**src/rtl/regfile_wb_arbiter_pkg.sv**
```systemverilog
// Shared types and constants for the register-file writeback arbiter.
package wb_arb_pkg;

    localparam int unsigned WB_DATA_W = 8;
    localparam int unsigned WB_ADDR_W = 3;

    typedef enum logic [1:0] {
        S_IDLE,
        S_G0,
        S_G1
    } wb_state_t;

    localparam logic SEL_ALU = 1'b0;
    localparam logic SEL_LSU = 1'b1;

endpackage

```
**src/rtl/regfile_wb_arbiter_if.sv**
```systemverilog
// Writeback request/grant bus: two valid/ready sources in, one registered write port out.
interface regfile_wb_arbiter_if #(
    parameter int unsigned DATA_W = wb_arb_pkg::WB_DATA_W,
    parameter int unsigned ADDR_W = wb_arb_pkg::WB_ADDR_W
);
    logic              req0_valid;
    logic [ADDR_W-1:0] req0_addr;
    logic [DATA_W-1:0] req0_data;
    logic              req0_ready;
    logic              req1_valid;
    logic [ADDR_W-1:0] req1_addr;
    logic [DATA_W-1:0] req1_data;
    logic              req1_ready;
    logic              mux_sel;
    logic              wb_en;
    logic [ADDR_W-1:0] wb_addr;
    logic [DATA_W-1:0] wb_data;
    logic              starved;

    modport master (
        output req0_valid, req0_addr, req0_data, req1_valid, req1_addr, req1_data,
        input  req0_ready, req1_ready, mux_sel, wb_en, wb_addr, wb_data, starved
    );

    modport slave (
        input  req0_valid, req0_addr, req0_data, req1_valid, req1_addr, req1_data,
        output req0_ready, req1_ready, mux_sel, wb_en, wb_addr, wb_data, starved
    );
endinterface

```
**src/rtl/regfile_wb_arbiter_mux2.sv**
```systemverilog
// Parameterized-width 2:1 mux for the writeback {addr, data} path.
module wb_mux2 #(
    parameter int unsigned W = 11
) (
    input  logic         sel_i,
    input  logic [W-1:0] in0_i,
    input  logic [W-1:0] in1_i,
    output logic [W-1:0] out_o
);
    assign out_o = sel_i ? in1_i : in0_i;
endmodule

```
**src/rtl/regfile_wb_arbiter.sv**
```systemverilog
// Two-port register-file writeback arbiter; fixed priority with port-1 anti-starvation,
// or round-robin when WB_RR_EN is defined.
module regfile_wb_arbiter
    import wb_arb_pkg::*;
#(
    parameter int unsigned DATA_W       = WB_DATA_W,
    parameter int unsigned ADDR_W       = WB_ADDR_W,
    parameter int unsigned STARVE_LIMIT = 3
) (
    input  logic               clk,
    input  logic               rst_n,
    regfile_wb_arbiter_if.slave bus
);
    wb_state_t                state_q, state_d;
    logic                     sel_hold_q;
    logic                     gnt0, gnt1, mux_sel;
    logic                     wb_en_q;
    logic [ADDR_W-1:0]        wb_addr_q;
    logic [DATA_W-1:0]        wb_data_q;
    logic [ADDR_W+DATA_W-1:0] mux_out;

`ifdef WB_RR_EN
    // Contention goes to the port opposite the previous grant; port 0 wins out of idle.
    always_comb begin
        gnt0 = 1'b0;
        gnt1 = 1'b0;
        if (rst_n) begin
            if (bus.req0_valid && bus.req1_valid) begin
                if (state_q == S_G0) gnt1 = 1'b1;
                else                 gnt0 = 1'b1;
            end else begin
                gnt0 = bus.req0_valid;
                gnt1 = bus.req1_valid;
            end
        end
    end

    assign bus.starved = 1'b0;
`else
    localparam logic [3:0] Limit = 4'(STARVE_LIMIT);

    logic [3:0] starve_cnt_q, starve_cnt_d;
    logic       at_limit;

    always_comb begin
        at_limit     = (starve_cnt_q == Limit);
        gnt1         = rst_n && bus.req1_valid && (!bus.req0_valid || at_limit);
        gnt0         = rst_n && bus.req0_valid && !gnt1;
        starve_cnt_d = '0;
        if (bus.req1_valid && !gnt1) begin
            starve_cnt_d = at_limit ? starve_cnt_q : starve_cnt_q + 4'd1;
        end
    end

    always_ff @(posedge clk or negedge rst_n) begin
        if (!rst_n) starve_cnt_q <= '0;
        else        starve_cnt_q <= starve_cnt_d;
    end

    assign bus.starved = (starve_cnt_q != '0);
`endif

    always_comb begin
        state_d = S_IDLE;
        if (gnt0)      state_d = S_G0;
        else if (gnt1) state_d = S_G1;
    end

    // Idle cycles keep the select on the last grant to avoid toggling the mux.
    always_comb begin
        if (gnt1)                  mux_sel = SEL_LSU;
        else if (gnt0)             mux_sel = SEL_ALU;
        else if (state_q == S_G1)  mux_sel = SEL_LSU;
        else if (state_q == S_G0)  mux_sel = SEL_ALU;
        else                       mux_sel = sel_hold_q;
    end

    wb_mux2 #(
        .W(ADDR_W + DATA_W)
    ) u_mux (
        .sel_i(mux_sel),
        .in0_i({bus.req0_addr, bus.req0_data}),
        .in1_i({bus.req1_addr, bus.req1_data}),
        .out_o(mux_out)
    );

    always_ff @(posedge clk or negedge rst_n) begin
        if (!rst_n) begin
            state_q    <= S_IDLE;
            sel_hold_q <= SEL_ALU;
            wb_en_q    <= 1'b0;
            wb_addr_q  <= '0;
            wb_data_q  <= '0;
        end else begin
            state_q <= state_d;
            wb_en_q <= gnt0 || gnt1;
            if (state_q != S_IDLE) sel_hold_q <= (state_q == S_G1);
            if (gnt0 || gnt1) {wb_addr_q, wb_data_q} <= mux_out;
        end
    end

    assign bus.req0_ready = gnt0;
    assign bus.req1_ready = gnt1;
    assign bus.mux_sel    = mux_sel;
    assign bus.wb_en      = wb_en_q;
    assign bus.wb_addr    = wb_addr_q;
    assign bus.wb_data    = wb_data_q;
endmodule

```
**src/flat_wrapper.sv**
```systemverilog
// flat-port wrapper written by rule: the top's interface ports become plain ports
module regfile_wb_arbiter_flat import wb_arb_pkg::*;
#(
    parameter int unsigned DATA_W       = WB_DATA_W,
    parameter int unsigned ADDR_W       = WB_ADDR_W,
    parameter int unsigned STARVE_LIMIT = 3
)
  (clk, rst_n, bus_req0_valid, bus_req0_addr, bus_req0_data, bus_req1_valid, bus_req1_addr, bus_req1_data, bus_req0_ready, bus_req1_ready, bus_mux_sel, bus_wb_en, bus_wb_addr, bus_wb_data, bus_starved);
  regfile_wb_arbiter_if #(.DATA_W(DATA_W), .ADDR_W(ADDR_W)) bus_i ();
  input  logic clk;
  input  logic rst_n;
  input wire logic [$bits(bus_i.req0_valid)-1:0] bus_req0_valid;
  input wire logic [$bits(bus_i.req0_addr)-1:0] bus_req0_addr;
  input wire logic [$bits(bus_i.req0_data)-1:0] bus_req0_data;
  input wire logic [$bits(bus_i.req1_valid)-1:0] bus_req1_valid;
  input wire logic [$bits(bus_i.req1_addr)-1:0] bus_req1_addr;
  input wire logic [$bits(bus_i.req1_data)-1:0] bus_req1_data;
  output wire logic [$bits(bus_i.req0_ready)-1:0] bus_req0_ready;
  output wire logic [$bits(bus_i.req1_ready)-1:0] bus_req1_ready;
  output wire logic [$bits(bus_i.mux_sel)-1:0] bus_mux_sel;
  output wire logic [$bits(bus_i.wb_en)-1:0] bus_wb_en;
  output wire logic [$bits(bus_i.wb_addr)-1:0] bus_wb_addr;
  output wire logic [$bits(bus_i.wb_data)-1:0] bus_wb_data;
  output wire logic [$bits(bus_i.starved)-1:0] bus_starved;
  assign bus_i.req0_valid = bus_req0_valid;
  assign bus_i.req0_addr = bus_req0_addr;
  assign bus_i.req0_data = bus_req0_data;
  assign bus_i.req1_valid = bus_req1_valid;
  assign bus_i.req1_addr = bus_req1_addr;
  assign bus_i.req1_data = bus_req1_data;
  assign bus_req0_ready = bus_i.req0_ready;
  assign bus_req1_ready = bus_i.req1_ready;
  assign bus_mux_sel = bus_i.mux_sel;
  assign bus_wb_en = bus_i.wb_en;
  assign bus_wb_addr = bus_i.wb_addr;
  assign bus_wb_data = bus_i.wb_data;
  assign bus_starved = bus_i.starved;
  regfile_wb_arbiter #(.DATA_W(DATA_W), .ADDR_W(ADDR_W), .STARVE_LIMIT(STARVE_LIMIT)) u_core (.clk(clk), .rst_n(rst_n), .bus(bus_i));
endmodule
```
**config.mk**
```make
export PLATFORM = sky130hd
export DESIGN_NAME = regfile_wb_arbiter_flat
export DESIGN_NICKNAME = d
export VERILOG_FILES = /design/src/rtl/regfile_wb_arbiter_pkg.sv /design/src/rtl/regfile_wb_arbiter_if.sv /design/src/rtl/regfile_wb_arbiter_mux2.sv /design/src/rtl/regfile_wb_arbiter.sv /design/src/flat_wrapper.sv
export SDC_FILE = /design/constraint.sdc
export NUM_CORES = 1
export LEC_CHECK = 0
export CAP_MARGIN = 20
export CELL_PAD_IN_SITES_DETAIL_PLACEMENT = 1
export CELL_PAD_IN_SITES_GLOBAL_PLACEMENT = 1
export CORE_UTILIZATION = 35
export DETAILED_ROUTE_END_ITERATION = 10
export GPL_ROUTABILITY_DRIVEN = 0
export PLACE_DENSITY_LB_ADDON = 0.1
export SLEW_MARGIN = 15
export SYNTH_ARGS = -nofsm -noshare
export SYNTH_HDL_FRONTEND = slang
export SYNTH_HIERARCHICAL = 1
export SYNTH_SLANG_ARGS = --single-unit
```
**constraint.sdc**
```tcl
create_clock -name clk -period 4.3 [get_ports clk]
set_clock_uncertainty 0.1 [all_clocks]
set_input_delay 0.86 -clock clk [delete_from_list [all_inputs] [get_ports clk]]
set_output_delay 0.86 -clock clk [all_outputs]
set_load 0.01 [all_outputs]
```
### Word level (Yosys, flattened, before mapping)

Index checks and enable logic that the tools add are counted.

* $add $sub $neg: 1
* reduce and logical (&&, ||, !) cells: 11
* equality and inequality tests: 4
* mux-type cells: 9

Operator list (number)
* 2-to-1 mux 11 bit: 1
* 2-to-1 mux 4 bit: 2
* logical AND 1 bit: 5
* adder 4 x 1 -> 4 bit (second input constant): 1
* equality test 4 x 2 -> 1 bit (second input constant): 1
* 2-to-1 mux 1 bit: 4
* 2-to-1 mux 2 bit: 2
* nonzero test 4 bit: 1
* equality test 2 x 1 -> 1 bit (second input constant): 1
* equality test 2 bit (second input constant): 1
* zero test 1 bit: 2
* logical OR 1 bit: 2
* != test 2 bit (second input constant): 1
* nonzero test 2 bit: 1

* input bits: 26
* register bits: 19
* output and inout port bits: 16

### Depth between registers and ports, before layout

* word-level depth: 8
* depth in mapped cells: 7
* mapped depth without buffers: 6

### By module

The synthesis kept the hierarchy.

Modules (own cells, without submodules)
* regfile_wb_arbiter: times used 1, cells an instance 61, seq. area each 475.5 um^2, area each 854.6 um^2
* wb_mux2: times used 1, cells an instance 12, seq. area each 0.0 um^2, area each 172.7 um^2

### Least setup slack after synthesis

No wires, ideal clock.

* kind: input to register
* start point: input port rst_n
* end point: register u_core.wb_addr_q[1], in the netlist u_core/bus.wb_addr[1]
* required time: 4.075 ns
* setup slack: 1.780 ns
* buffers on the path: 1
* stages: 5
* arrival: 2.295 ns
* path through: and2_2 o21ai_0 buf_6 mux2_4 mux2_4

* longest elaborated chain between the ends: 7

RTL lines
* from (decl): line flat_wrapper.sv:11 `input logic rst_n;`
* logical AND 1 bit (2 in series): line regfile_wb_arbiter.sv:47 `gnt1 = rst_n && bus.req1_valid && (!bus.req0_valid || at_limit);`
* zero test 1 bit: line regfile_wb_arbiter.sv:48 `gnt0 = rst_n && bus.req0_valid && !gnt1;`
* logical AND 1 bit: line regfile_wb_arbiter.sv:48
* 2-to-1 mux 1 bit: line regfile_wb_arbiter.sv:72 `else if (gnt0) mux_sel = SEL_ALU;`
* 2-to-1 mux 1 bit (*): line regfile_wb_arbiter.sv:71 `if (gnt1) mux_sel = SEL_LSU;`
* net bus_mux_sel: line flat_wrapper.sv:20 `output wire logic [$bits(bus_i.mux_sel)-1:0] bus_mux_sel;`
* 2-to-1 mux 11 bit (*): line regfile_wb_arbiter_mux2.sv:10 `assign out_o = sel_i ? in1_i : in0_i;`
* net u_core.mux_out[9]: line regfile_wb_arbiter.sv:20 `logic [ADDR_W+DATA_W-1:0] mux_out;`
* to (signal assigned): line regfile_wb_arbiter.sv:98 `if (gnt0 || gnt1) {wb_addr_q, wb_data_q} <= mux_out;`
* to (decl): line regfile_wb_arbiter.sv:18 `logic [ADDR_W-1:0] wb_addr_q;`

Mark *: on every way through the listed nets, which the timed path passes. The rest lies on a longest branch.
A chain may end at the register's enable or synchronous reset.

### Worst setup path in the final report

* start point: input port bus_req0_valid
* end point: output port bus_req0_ready

* longest elaborated chain between the ends: 5

RTL lines
* from (decl): line flat_wrapper.sv:12 `input wire logic [$bits(bus_i.req0_valid)-1:0] bus_req0_valid;`
* zero test 1 bit: line regfile_wb_arbiter.sv:47
* logical OR 1 bit: line regfile_wb_arbiter.sv:47
* logical AND 1 bit: line regfile_wb_arbiter.sv:47
* zero test 1 bit: line regfile_wb_arbiter.sv:48
* logical AND 1 bit (*): line regfile_wb_arbiter.sv:48
* to (decl): line flat_wrapper.sv:18 `output wire logic [$bits(bus_i.req0_ready)-1:0] bus_req0_ready;`

Every way passes the cells marked *; elsewhere a longest branch is shown, timed or not.

==> flow_summary_export.csv <==
group,metric,value,unit
setup_path,worstPathArrival,2.41,ns
drt,detail_route.first_pass.iterations,2,
timing,fin_tns_setup,0,ns
timing,slew-limit-headroom,43.8,%
power,vdd.ir_drop.worst,0.000227,V
power,p_leak,0.673,nW
cells_and_area,non_filler_instances,149,
global_route,first_global_vias,803,
cells_and_area,fin_nets,147,
placement,hpwl,1590,um
yosys,ys_warn_count,6,
clocking,clkLatencyLatePin,0.29,ns
die,floorplan.die.height,56.2,um
clocking,ctsRootBufferMaster,"clkbuf_4",
setup_path,timing.rr.end,"u_core/bus.wb_addr[0]$_DFFE_PN0P_",
power,share_of_power_burned_in_combinational_logic,36.9,%
drt,ant_nets,0,
setup_path,cp-startpoint,"bus_req0_valid",
clocking,cts_setup_buffers,0,
cells_and_area,layout.cells.most_common,"clkdlybuf4s50_1",
die,die_area,3160,sq um
power,share_seq_of_total_power,44.9,%
timing,grt_setup_unrepaired,"no",
cells_and_area,mostFrequentLayoutCells,"41 x clkdlybuf4s50_1, 19 x mux2_4, 19 x dfrtp_1",
timing,ratio_of_final_minimum_period_to_clock_period,78.4,%
setup_path,worstRegToRegCells,7,
drt,routed_via_density,4.84,
power,power.clock.fraction,18.1,%
clocking,cts_hold_buffers,0,
cells_and_area,num_antenna_cells,0,
global_route,antenna_found_initial,0,
global_route,total_gr_overflow,0,
run,maxCapViolCount,0,
drt,drc_violations_left,0,
setup_path,timing.critical_path.from_type,"input port",
yosys,synth.net_count,101,
die,initial_utilization,37.3,%
placement,portBuffers,41,
setup_path,worstSetupEndpointType,"output port",
die,die_x,56.2,um
clocking,cts-htree-levels,1,
setup_path,timing.critical_path.required,3.34,ns
yosys,postSynthCellCount,73,
power,powerDensity,325,nW/um^2
setup_path,r2r_start,"u_core/starve_cnt_q[1]$_DFFE_PN0P_",
timing,timing.final.crit_period,3.37,ns
yosys,synth_area,1030,sq um
timing,report.final.slew_viol_count,0,
yosys,synth_sequential_area_ratio,46.3,%
clocking,tritoncts,"yes",
timing,timing.final.hold_violations,0,
global_route,grt_first_pass_wirelength,3690,um
yosys,synth.ff_latch_count,19,
power,power_switching,0.125,mW
global_route,track_usage,15.1,%
timing,max_freq,297,MHz
status,status,"finished clean",
setup_path,r2r_slack,2.03,ns
clocking,tritoncts.num_buffers,3,
cells_and_area,post_route_cells_drive_above_1_share,27.1,%
clocking,post_cts_resize_count,0,
die,core.rowCount,19,
power,switching_share,25.7,%
timing,worst-slew-pin-transition,0.843,ns
setup_path,critPathCapture,"bus_req0_ready",
placement,placedCellCount,145,
setup_path,worst_path_max_fanout,4,
timing,finalSetupViolations,0,
drt,vias,721,
drt,finalWirelength,2030,um
die,num_io_pins,42,
die,design.core.area,2760,sq um
clocking,tritoncts_num_sinks,19,
min_path,hold_path.class,"flop to flop",
cells_and_area,area_growth_from_synthesis_to_final_layout,45.6,%
yosys,netlist-cell-type-count,24,
power,cell_internal_pwr,0.361,mW
setup_path,setup.worst_path.class,"input port to output port",
yosys,synthesis.area_per_instance,14.1,sq um
drt,drt-wirelength-per-cell,13.6,um
drt,drt-initial-drc-count,8,
global_route,maximum_number_of_pins_on_one_net_before_global_route_repair,20,
clocking,cts.reportedPaths.clkPinSlew,0.11,ns
clocking,cts.path.max_buffers,2,
## worst max-delay path, stage by stage
cell and delay (ns):
clkdlybuf4s50_1 0.54, inv_1 0.06, o211ai_1 0.24, and2_1 0.18
clkdlybuf4s50_1 0.53
## worst min-delay path by stage
stage / from / endpoint / cells after the start / slack (ns)
CTS: u_core/bus.wb_data[4]$_DFFE_PN0P_ / u_core/bus.wb_data[4]$_DFFE_PN0P_ / 1 / 0.42
global placement: u_core/sel_hold_q$_DFFE_PN0P_ / u_core/sel_hold_q$_DFFE_PN0P_ / 1 / 0.39
detailed placement: u_core/bus.wb_data[4]$_DFFE_PN0P_ / u_core/bus.wb_data[4]$_DFFE_PN0P_ / 1 / 0.39
global route: u_core/state_q[0]$_DFF_PN0_ / u_core/sel_hold_q$_DFFE_PN0P_ / 1 / 0.44
finish: u_core/state_q[0]$_DFF_PN0_ / u_core/sel_hold_q$_DFFE_PN0P_ / 1 / 0.42
floorplan: u_core/sel_hold_q$_DFFE_PN0P_ / u_core/sel_hold_q$_DFFE_PN0P_ / 1 / 0.38
## power groups by stage
stage	sequential [mW]	clock, mW	combinational, mW
4_1_cts	0.219	0.0926	0.183
3_3_place_gp	0.221	0	0.179
5_1_grt	0.222	0.103	0.194
6_report	0.218	0.0880	0.179
2_1_floorplan	0.231	0	0.0830
3_5_place_dp	0.222	0	0.182
## kinds of logic after synthesis
kind of cell	Yosys count	share of synthesized area [%]
xor gates and xnor gates	2	1.71
muxes	23	32.0
buffers and inverters	7	4.02
AOI/OAI and AO/OA	7	5.60
adders and majority gates	2	2.44
and+or+nand+nor	13	7.92
DFF	19	46.3
## per-layer routing
layer | routed length, um | global-route usage, % | vias up
met5 | 0 | 0 | -
li1 | - | - | 343
met4 | 14 | 2.09 | 0
met2 | 1020 | 25.9 | 31
met1 | 847 | 18.6 | 345
met3 | 152 | 5.58 | 2
## Yosys cell counts
| cell type | number | area [sq um] |
|---|---|---|
| nand3b_1 | 1 | 7.51 |
| nand2_1 | 2 | 7.51 |
| a21oi_1 | 2 | 10.0 |
| nor2_1 | 4 | 15.0 |
| nand3_1 | 1 | 5.00 |
| o21ai_2 | 1 | 8.76 |
| mux2_4 | 19 | 285 |
| or2b_1 | 1 | 7.51 |
| buf_6 | 2 | 22.5 |
| xor2_1 | 1 | 8.76 |
| inv_1 | 5 | 18.8 |
| o311ai_2 | 1 | 16.3 |
| nor3b_4 | 1 | 18.8 |
| o21ai_0 | 1 | 5.00 |
| mux2_2 | 3 | 33.8 |
| nand2b_1 | 1 | 6.26 |
| o21ba_2 | 1 | 10.0 |
| and2_1 | 1 | 6.26 |
| mux2i_1 | 1 | 10.0 |
| xnor2_1 | 1 | 8.76 |
| ha_1 | 2 | 25.0 |
| and2_2 | 1 | 7.51 |
| o211ai_1 | 1 | 7.51 |
| dfrtp_1 | 19 | 475 |
## registers in the layout, summed over array words and instances, names as in the netlist
name / flops
u_core/bus.wb_data: 8
u_core/bus.wb_addr: 3
u_core/state_q: 2
u_core/starve_cnt_q: 4
u_core/sel_hold_q: 1
u_core/bus.wb_en: 1
## cell type report
| cell class | count | area (sq um) |
|---|---|---|
| fill | 284 | 1260 |
| tap | 31 | 38.8 |
| inverter | 5 | 18.8 |
| clock buffer | 4 | 26.3 |
| sequential | 19 | 475 |
| multi-input combinational | 47 | 510 |
| timing repair buffer | 43 | 425 |
## stage by stage
step	instance area, sq um	total power [mW]	setup slack, ns	hold slack (ns)	utilization, %
final	1500	0.486	0.930	0.421	54.2
after global routing	1500	0.519	0.806	0.443	54.2
after detailed placement	1470	0.405	0.914	0.393	53.3
after global placement	1470	0.400	0.988	0.390	53.3
after CTS	1500	0.495	0.917	0.423	54.2
after floorplan	1030	0.314	1.78	0.381	-
(Power assumes the default switching activity.)
